File: config.mk
export PLATFORM = sky130hd
export DESIGN_NAME = alu_arbiter
export DESIGN_NICKNAME = d
export VERILOG_FILES = /design/src/rtl/alu_arbiter.sv
export SDC_FILE = /design/constraint.sdc
export NUM_CORES = 1
export LEC_CHECK = 0
export CAP_MARGIN = 10
export CELL_PAD_IN_SITES_DETAIL_PLACEMENT = 1
export CELL_PAD_IN_SITES_GLOBAL_PLACEMENT = 1
export CORE_ASPECT_RATIO = 2
export CORE_UTILIZATION = 29
export DETAILED_ROUTE_END_ITERATION = 10
export PLACE_DENSITY = 0.87
export SLEW_MARGIN = 25
export SYNTH_ARGS = -nofsm -noshare
export SYNTH_HDL_FRONTEND = slang
export SYNTH_SLANG_ARGS = --single-unit
File: constraint.sdc
create_clock -name clk -period 2.6 [get_ports clk]
set_clock_uncertainty 0.05 [all_clocks]
set_input_delay 0.39 -clock clk [delete_from_list [all_inputs] [get_ports clk]]
set_output_delay 0.39 -clock clk [all_outputs]
set_load 0.02 [all_outputs]
File: src/rtl/alu_arbiter.sv
// Two-requester arbiter for one registered ALU: round robin (fixed priority with ALU_ARB_FIXED_PRIO_EN), done 3 cycles after grant.
// Requests are only sampled in IDLE; a held req waits without loss, one operation per 4 cycles.
module alu_arbiter #(
    parameter int DW = 16,
    parameter int FW = 3
) (
    input  logic          clk,
    input  logic          rst,
    input  logic          req0,
    input  logic [DW-1:0] a0,
    input  logic [DW-1:0] b0,
    input  logic [FW-1:0] func0,
    input  logic          req1,
    input  logic [DW-1:0] a1,
    input  logic [DW-1:0] b1,
    input  logic [FW-1:0] func1,
    output logic [1:0]    gnt,
    output logic          done0,
    output logic          done1,
    output logic [DW-1:0] res,
    output logic          busy,
    output logic [DW-1:0] alu_a,
    output logic [DW-1:0] alu_b,
    output logic [FW-1:0] alu_func,
    output logic          alu_en,
    input  logic [DW-1:0] alu_res
);

    typedef enum logic [1:0] {
        IDLE    = 2'd0,
        ISSUE   = 2'd1,
        CAPTURE = 2'd2,
        DONE    = 2'd3
    } state_t;

    state_t        state_q, state_d;
    logic [1:0]    gnt_q, gnt_d;
    logic [DW-1:0] res_q, res_d;
    logic [DW-1:0] a_q, a_d;
    logic [DW-1:0] b_q, b_d;
    logic [FW-1:0] func_q, func_d;
    logic          win1;

`ifdef ALU_ARB_FIXED_PRIO_EN
    assign win1 = !req0;
`else
    // last_q names the requester granted most recently; the other one wins a tie.
    logic last_q, last_d;
    assign win1 = (req0 && req1) ? !last_q : req1;
`endif

    always_comb begin
        state_d = state_q;
        gnt_d   = gnt_q;
        res_d   = res_q;
        a_d     = a_q;
        b_d     = b_q;
        func_d  = func_q;
`ifndef ALU_ARB_FIXED_PRIO_EN
        last_d  = last_q;
`endif
        case (state_q)
            IDLE: begin
                if (req0 || req1) begin
                    state_d = ISSUE;
                    gnt_d   = win1 ? 2'b10 : 2'b01;
                    a_d     = win1 ? a1 : a0;
                    b_d     = win1 ? b1 : b0;
                    func_d  = win1 ? func1 : func0;
`ifndef ALU_ARB_FIXED_PRIO_EN
                    last_d  = win1;
`endif
                end
            end
            ISSUE:   state_d = CAPTURE;
            CAPTURE: begin
                res_d   = alu_res;
                state_d = DONE;
            end
            DONE: begin
                gnt_d   = 2'b00;
                state_d = IDLE;
            end
            default: state_d = IDLE;
        endcase
    end

    always_ff @(posedge clk or negedge rst) begin
        if (!rst) begin
            state_q <= IDLE;
            gnt_q   <= 2'b00;
            res_q   <= '0;
            a_q     <= '0;
            b_q     <= '0;
            func_q  <= '0;
`ifndef ALU_ARB_FIXED_PRIO_EN
            last_q  <= 1'b1;
`endif
        end else begin
            state_q <= state_d;
            gnt_q   <= gnt_d;
            res_q   <= res_d;
            a_q     <= a_d;
            b_q     <= b_d;
            func_q  <= func_d;
`ifndef ALU_ARB_FIXED_PRIO_EN
            last_q  <= last_d;
`endif
        end
    end

    assign gnt      = gnt_q;
    assign done0    = (state_q == DONE) && gnt_q[0];
    assign done1    = (state_q == DONE) && gnt_q[1];
    assign res      = res_q;
    assign busy     = (state_q != IDLE);
    assign alu_a    = a_q;
    assign alu_b    = b_q;
    assign alu_func = func_q;
    assign alu_en   = (state_q == ISSUE);

endmodule

==> results of run 1 <==
## state kept, by name, summed over array words and instances (netlist names)
signal and cells:
alu_a 16, alu_b 16, alu_func 3, gnt 2, last_q 1, res 16
state_q 2
## power by group through the flow
stage	registers [mW]	clock network [mW]	logic, mW
floorplan	2.09	0	1.00
detailed placement	1.60	0	2.77
global route	1.64	0.811	2.95
finish	1.58	0.752	2.73
CTS	1.59	0.778	2.78
global placement	1.57	0	2.68
## worst paths after layout
path                                 end  depth (start not counted)  slack, ns  startpoint
worst min register to register    res[4]                          1       0.46      res[4]
worst max-delay path                busy                          4       0.40  state_q[0]
worst max register to register    res[0]                          3       0.78  state_q[0]
max in group asynchronous       alu_b[9]                          2       1.81         rst
worst min-delay path              res[1]                          2       0.18         rst
min in group clk                  res[4]                          1       0.46      res[4]
## cell usage in the layout, fill, tap and decap left out
cell type,count
buf_2,1
ha_1,6
o21a_2,1
dfstp_2,1
nor3b_4,1
mux2_2,17
buf_4,5
o41ai_2,1
dfrtp_1,55
and2_1,2
nor3_1,1
inv_1,3
a21oi_1,2
clkdlybuf4s50_1,145
nor2_1,36
a21boi_4,1
clkbuf_16,5
bufinv_16,1
a21bo_1,1
buf_12,1
o21ai_0,2
clkbuf_1,2
a31oi_1,36
nand2_1,70
o41ai_1,1
## layout make-up
class / instances / area [um^2]
inverter: 3 / 11.3
multi-input combinational: 178 / 1010
sequential: 56 / 1400
clock inverter: 1 / 30.0
tap: 100 / 125
timing repair buffer: 152 / 1510
clock buffer: 7 / 133
fill: 943 / 4360
## metal layers
metal | routed length [um] | vias to the layer above | global-route usage (%) | part of all wire (%)
met3 | 377 | 24 | 2.79 | 4.8
met2 | 4520 | 92 | 33.8 | 57
met1 | 2570 | 1157 | 18.1 | 33
met5 | 0 | - | 0 | 0
li1 | - | 1135 | - | -
met4 | 404 | 0 | 10.2 | 5.1
## cells by family after synthesis
| group | synth area share (%) |
|---|---|
| adder cells (fa/ha/maj) | 2.93 |
| AO/OA/AOI/OAI | 12.0 |
| flip-flops | 54.7 |
| AND/OR/NAND/NOR | 16.9 |
| multiplexers | 7.47 |
| buffers and inverters | 5.96 |
==> flow_metrics.tcl, run 1 <==
set metrics [dict create \
    grtUsageTotal_pct 18.3 \
    ys_seq_area_share_pct 54.7 \
    netSwitchingFraction_pct 38.3 \
    power.switching_mw 1.94 \
    setup_viol 0 \
    required_ns 2.16 \
    pwr_density_cell_nw_per_um2 1200 \
    die_h_um 135 \
    gp_congestion 0.786 \
    dp_slack_ns 0.660 \
    total_power_mw 5.06 \
    drc 0 \
    cts_setup_buffers 0 \
    syn_to_final_growth_pct 64.8 \
    vias 2408 \
    firstDrtPassIters 4 \
    synth.net_count 350 \
    yosysMostFrequentCell "nand2_1" \
    dp_cells 489 \
    cp_common_cell "inv_1" \
    grt_overflow 0 \
    peakVddDrop_mv 0.570 \
    tns_ns 0 \
    ctsResizeCount 0 \
    fp.coreArea_um2 8590 \
    instances_no_fill 497 \
    nets 492 \
    final_core_util_pct 49.2 \
    min_period_ns 2.20 \
    path_cells "inv_1, ha_1, inv_1, clkdlybuf4s50_1" \
    fin_ws_ns 0.400 \
    die_area_um2 9240 \
    synthTopCellsByCount "70 x nand2_1, 55 x dfrtp_1, 36 x a31oi_1, 36 x nor2_1, 17 x mux2_2" \
    postPlaceCellArea_um2 4060 \
    critPathMaxFanout 6 \
    synth.largest_area_cell "dfrtp_1" \
    cts_root_buffer "clkbuf_16" \
    ys_ff_latch 56 \
    clkPwrFrac_pct 14.9 \
    antenna_found_initial 0 \
    startpoint_type "flip-flop" \
    synth_edf_count 0 \
    grt_max_degree 71 \
    crit_path_end_kind "output pin" \
    synth.top_cell.area_share_pct 53.7 \
    p_int_mw 3.12 \
    die_x_um 68.5 \
    ios 147 \
    cts_sinks 56 \
    worst-path-buf-inv 3 \
    crit_family "buffers and inverters" \
    synth.avg_cell_area_um2 10.1 \
    insertedDiodeCount 0 \
    hold_path_class "input pin to async pin" \
    routed_wl_mm 7.88 \
    cp.arrival_ns 1.76 \
    clk_latency_ns 0.28 \
    cpPeakStageDelay_ns 0.60 \
    clk_pin_slew_ns 0.07 \
    ctsHtreeMaxLevel 2 \
    port-buffer-count 146 \
    initial_core_util_pct 29.8 \
    max_freq_ghz 0.455 \
    cts_buffers 5 \
    holdWs_ns 0.183 \
    viasPerCell 4.85 \
    postRouteAntennaNets 0 \
    ctsLongestPathBuffers 2 \
    cap_viol_max_count 0 \
    power.leakage_nw 1.75 \
    grt_pass1_wl_mm 12.5 \
    post-route-cell-area_um2 4220 \
    cts_tree "yes" \
    relSlewSlack_pct 48.5 \
    syn_area_um2 2560 \
    drtIter0Drc 96 \
    ys.warnings.count 0 \
    synthTopCellsByArea "dfrtp_1 54%, nand2_1 10%, a31oi_1 8.8%" \
    comb_power_share_pct 54.0 \
    syn_inst 254 \
    power_frac_seq_pct 31.1 \
    tightest_slew_ns 0.772 \
    hold_violations 0 \
    rows 48 \
    hpwl_mm 6.12 \
    rsz0062_at_grt "false" \
    synthDistinctLibCells 21 \
    synth_top_flop_cell "dfrtp_1" \
    wl_per_cell_um 15.8 \
    drive_gt1_share_pct 8.82 \
    status "complete, no violations" \
    fin_crit_sh_pct 84.6 \
    cts-hold-fix-buffers 0 \
    timing_worst_setup_path_type "flip-flop to output pin" \
    critPathSlowestCell "clkdlybuf4s50_1" \
    finalMaxSlewViolations 0 \
    synthArstFlopShare_pct 100 \
    grt_pass1_vias 2562 \
]
No activity file was read; power rests on OpenSTA's default activity.
==> run 2: changes to the inputs <==
--- a/config.mk
+++ b/config.mk
@@ -9,9 +9,9 @@
 export CELL_PAD_IN_SITES_DETAIL_PLACEMENT = 1
 export CELL_PAD_IN_SITES_GLOBAL_PLACEMENT = 1
 export CORE_ASPECT_RATIO = 2
-export CORE_UTILIZATION = 29
+export CORE_UTILIZATION = 25
 export DETAILED_ROUTE_END_ITERATION = 10
-export PLACE_DENSITY = 0.87
+export PLACE_DENSITY = 0.8
 export SLEW_MARGIN = 25
 export SYNTH_ARGS = -nofsm -noshare
 export SYNTH_HDL_FRONTEND = slang
==> constraint.sdc (replaced) <==
create_clock -name clk -period 1.9 [get_ports clk]
set_clock_uncertainty 0.05 [all_clocks]
set_input_delay 0.285 -clock clk [delete_from_list [all_inputs] [get_ports clk]]
set_output_delay 0.285 -clock clk [all_outputs]
set_load 0.02 [all_outputs]
==> run 2 against run 1 <==
Compared with the run above:
- routed wire length increased by 5.2%
- combinational power increased by 41%
- core utilization decreased by 5.4 points
- first-iteration DRC count decreased by 34%
- clock power increased by 41%
- largest cell class unchanged
==> flow_metrics.tcl, run 2 (synthesis gave the netlist of run 1 again) <==
set metrics [dict create \
    status "complete, no violations" \
    dp_slack_ns 0.0794 \
    hold_path_class "flip-flop to flip-flop" \
    cts_setup_buffers 0 \
    multi_input_area_um2 1010 \
    nets 498 \
    fp.coreArea_um2 10000 \
    fin_crit_sh_pct 94.9 \
    instances_no_fill 538 \
    startpoint_type "flip-flop" \
    peakVddDrop_mv 0.722 \
    r2r-start "state_q[0]" \
    drc 0 \
    rsz0062_at_grt "false" \
    postRouteAntennaNets 0 \
    hp-start "res[13]" \
    power.leakage_nw 1.82 \
    final_common_cell "clkdlybuf4s50_1" \
    antenna_found_initial 0 \
    grt_pass1_wl_mm 13.4 \
    relSlewSlack_pct 78.8 \
    insertedDiodeCount 0 \
    hpwl_mm 6.42 \
    path_cells "ha_1, and2_1, dlygate4sd2_1" \
    most-common-layout-cells "141 x clkdlybuf4s50_1, 70 x nand2_1, 55 x dfrtp_1, 36 x nor2_1, 36 x a31oi_1" \
    ctsHtreeMaxLevel 2 \
    die_x_um 73.6 \
    port-buffer-count 146 \
    clk_pin_slew_ns 0.08 \
    ctsLongestPathBuffers 2 \
    grt_overflow 0 \
    routed_wl_mm 8.29 \
    cts_root_buffer "clkbuf_16" \
    required_ns 1.56 \
    gp_congestion 0.756 \
    pwr_density_cell_nw_per_um2 1610 \
    crit_family "flip-flops" \
    hold_violations 0 \
    holdWs_ns 0.459 \
    clk_latency_ns 0.30 \
    netSwitchingFraction_pct 38.3 \
    dp_cells 529 \
    die_h_um 145 \
    fin_ws_ns 0.0972 \
    total_power_mw 7.07 \
    comb_power_share_pct 54.4 \
    finalMaxSlewViolations 0 \
    viasPerCell 4.52 \
    power_frac_seq_pct 30.6 \
    firstDrtPassIters 5 \
    critPathMaxFanout 4 \
    power.switching_mw 2.71 \
    worst-path-buf-inv 1 \
    cp.arrival_ns 1.47 \
    grt_pass1_vias 2755 \
    wl_per_cell_um 15.4 \
    rows 52 \
    die_area_um2 10700 \
    fill_cells 1169 \
    vias 2432 \
    setup_viol 0 \
    cap_viol_max_count 0 \
    tns_ns 0 \
    max_freq_ghz 0.555 \
    timing_worst_setup_path_type "flip-flop to output pin" \
    grt_max_degree 57 \
    startpoint "state_q[0]" \
    tightest_slew_ns 0.318 \
    p_int_mw 4.36 \
    grtUsageTotal_pct 16.6 \
    syn_to_final_growth_pct 71.3 \
    ios 147 \
    drive_gt1_share_pct 10.4 \
    drtIter0Drc 63 \
    min_period_ns 1.80 \
    regArea_um2 1400 \
    critPathSlowestCell "dfrtp_1" \
    cts_tree "yes" \
    clkPwrFrac_pct 15.0 \
    initial_core_util_pct 25.6 \
    cts_buffers 5 \
    crit_path_end_kind "output pin" \
    cpPeakStageDelay_ns 0.43 \
    cts_sinks 56 \
]
run 2: cell types whose count changed in the layout (fill, tap and decap cells not counted):
cell / change
buf_12: +6
buf_4: -1
clkbuf_1: -2
clkdlybuf4s50_1: -4
clkinv_2: +1
clkinvlp_4: +1
dlygate4sd2_1: +4
dlygate4sd3_1: +1
o21ai_0: -1
o21ai_1: +1
run 2: power groups by stage:
stage	clock network [mW]	logic (mW)	registers, mW
after global placement	0	3.84	2.15
after global routing	1.15	4.16	2.24
final	1.06	3.84	2.16
after detailed placement	0	3.94	2.20
after floorplan	0	1.37	2.85
after CTS	1.11	3.93	2.18
run 2: path summary, 6_finish.rpt:
kind                          endpoint  slack [ns]  cells after the start
setup / recovery                 done1         0.1                      3
hold / removal                 res[13]        0.46                      1
setup reg to reg                gnt[0]        0.23                      6
hold reg to reg                res[13]        0.46                      1
max in group asynchronous       last_q        1.02                      3
min in group asynchronous  alu_func[1]        0.47                      3
run 2: worst register-to-register path: stages (launching register included):
cell and delay, ns:
dfrtp_1 0.42, inv_1 0.11, ha_1 0.22, buf_4 0.15, nor3b_4 0.15, buf_4 0.16
o41ai_1 0.29
run 2: layer usage:
metal	share of wire, %	GRT usage [%]	wire [um]	vias to the layer above
met5	0	0	0	-
met4	4.9	9.90	410	0
met3	4.3	2.36	353	24
met2	57	31.7	4760	90
met1	33	15.5	2760	1171
li1	-	-	-	1147
run 2: final cells by class:
class	count	share of cell area, %
tap	135	3.85
clock buffer	5	2.85
timing repair buffer	158	37.2
clock inverter	3	0.969
multi-input combinational	178	23.0
inverter	3	0.256
sequential	56	31.9
run 2: repair_timing:
action                                 4_1_cts  5_1_grt
endpoints found under the hold margin       55        0
setup endpoints to repair                    4        1
gates resized for setup                      4        1
gates cloned                                 0        0
hold buffers                                 1        0
run 2: per-stage QoR:
step | util (%) | instance area (um^2)
after global placement | 42.1 | 4220
after CTS | 43.8 | 4390
after detailed placement | 42.1 | 4220
after global routing | 43.8 | 4390
after floorplan | - | 2560
final | 43.8 | 4390
==> run 3: changes to the inputs <==
--- a/config.mk
+++ b/config.mk
@@ -9,6 +9,7 @@
 export CELL_PAD_IN_SITES_DETAIL_PLACEMENT = 1
 export CELL_PAD_IN_SITES_GLOBAL_PLACEMENT = 1
 export CORE_ASPECT_RATIO = 2
+export CORE_MARGIN = 2
 export CORE_UTILIZATION = 25
 export DETAILED_ROUTE_END_ITERATION = 10
 export PLACE_DENSITY = 0.8
==> run 3 against run 2 <==
Compared with the run above:
- flip-flop and latch count stayed put
- cell count is 0.19% higher
- core utilization is 0.16 points higher
- register-to-register slack worse by 0.05 ns
- routed wire length is 3.0% higher
- worst hold slack worse by 0.074 ns
- critical path type unchanged
- clock-buffer cell count is 1 higher
- via count is 1.4% lower
- largest power group unchanged
- critical path depth is 1 higher
- fmax is 0.87% higher
- setup slack better by 0.016 ns
==> flow_metrics.tcl, run 3 (synthesis gave the netlist of run 1 again) <==
set metrics [dict create \
    cts_buffers 5 \
    required_ns 1.56 \
    timing_worst_setup_path_type "flip-flop to output pin" \
    cts_tree "yes" \
    r2r-end "gnt[1]" \
    ctsLongestPathBuffers 2 \
    grt_overflow 0 \
    grt_pass1_vias 2714 \
    cap_viol_max_count 0 \
    routed_wl_mm 8.53 \
    fill_cells 1163 \
    final_common_cell "clkdlybuf4s50_1" \
    gp_congestion 0.798 \
    most-common-layout-cells "141 x clkdlybuf4s50_1, 70 x nand2_1, 55 x dfrtp_1, 36 x nor2_1, 36 x a31oi_1" \
    fin_crit_sh_pct 94.1 \
    reg2regPathDepth 7 \
    syn_to_final_growth_pct 72.0 \
    wl_per_cell_um 15.8 \
    dp_slack_ns 0.0705 \
    peakVddDrop_mv 0.594 \
    viasPerCell 4.45 \
    postRouteAntennaNets 0 \
    tightest_slew_ns 0.368 \
    clk_latency_ns 0.29 \
    critPathMaxFanout 4 \
    pwr_density_cell_nw_per_um2 1630 \
    antenna_found_initial 0 \
    grt_pass1_wl_mm 13.6 \
    relSlewSlack_pct 75.5 \
    drtIter0Drc 55 \
    hpwl_mm 6.90 \
    fp.coreArea_um2 10000 \
    finalMaxSlewViolations 0 \
    hold_path_class "input pin to async pin" \
    startpoint_type "flip-flop" \
    firstDrtPassIters 2 \
    die_h_um 147 \
    tns_ns 0 \
    ios 147 \
    cts_sinks 56 \
    initial_core_util_pct 25.6 \
    drc 0 \
    insertedDiodeCount 0 \
    rsz0062_at_grt "false" \
    r2r-start "state_q[0]" \
    setup_viol 0 \
    nets 499 \
    cts_root_buffer "clkbuf_16" \
    ctsHtreeMaxLevel 2 \
    clk_pin_slew_ns 0.07 \
    holdWs_ns 0.385 \
    grt_max_degree 37 \
    power.leakage_nw 1.83 \
    die_x_um 75.6 \
    rows 52 \
    port-buffer-count 146 \
    status "complete, no violations" \
    drive_gt1_share_pct 10.4 \
    startpoint "state_q[0]" \
    hold_violations 0 \
    max_freq_ghz 0.560 \
    crit_path_end_kind "output pin" \
    min_period_ns 1.79 \
    vias 2397 \
    die_area_um2 11100 \
    reg2reg_slack_ns 0.18 \
    cp.arrival_ns 1.45 \
    grtUsageTotal_pct 16.3 \
    fin_ws_ns 0.113 \
]
==> run 3: cell count changes in the layout (fill, tap and decap cells not counted), sizes merged <==
cell | previous run | this run
clkinvlp | 1 | 0
clkinv | 1 | 0
bufinv | 1 | 2
buf | 12 | 13
clkbuf | 5 | 6
==> run 3: repair_timing <==
action	CTS	global route
hold buffers	1	0
endpoints found under the setup margin	4	0
setup buffers	0	0
hold endpoints to repair	12	0
gates resized for setup	4	0
==> run 3: through the flow <==
stage          utilization (%)  power (mW)  cell area (um^2)  std cells
2_1_floorplan                -        4.23              2560        254
3_3_place_gp              42.0        5.98              4210        530
3_5_place_dp              42.0        6.13              4210        530
4_1_cts                   44.0        7.32              4410        539
5_1_grt                   44.0        7.67              4410        539
6_report                  44.0        7.17              4410        539
==> run 3: critical path, cell delays in order, from the launching register on <==
cell           delay, ns
dfrtp_1             0.41
inv_1               0.11
ha_1                0.23
inv_1               0.05
dlygate4sd2_1       0.36
==> run 3: layout make-up <==
type	count	area (um^2)	share of cell area (%)
tap	135	169	3.83
timing repair buffer	159	1630	36.9
sequential	56	1400	31.8
clock buffer	6	129	2.92
inverter	3	11.3	0.256
multi-input combinational	178	1010	22.9
clock inverter	2	60.1	1.36
==> run 3: power by group <==
| part | switching [mW] | internal [mW] |
|---|---|---|
| clock network | 0.427 | 0.757 |
| registers | 0.339 | 1.82 |
| logic | 1.94 | 1.90 |
==> run 3: per-layer routing <==
layer | wire, um | up-vias | track usage [%]
li1 | - | 1152 | -
met1 | 2690 | 1135 | 15.7
met2 | 5070 | 87 | 31.0
met3 | 362 | 23 | 2.61
met4 | 410 | 0 | 7.98
met5 | 0 | - | 0
==> run 3: worst max-delay path by stage <==
stage | to | slack (ns) | depth (start not counted)
global placement | alu_b[10] | 0.14 | 5
detailed placement | alu_b[8] | 0.07 | 5
CTS | busy | 0.08 | 4
finish | busy | 0.11 | 4
floorplan | state_q[1] | 0.33 | 4
global route | busy | 0.02 | 4
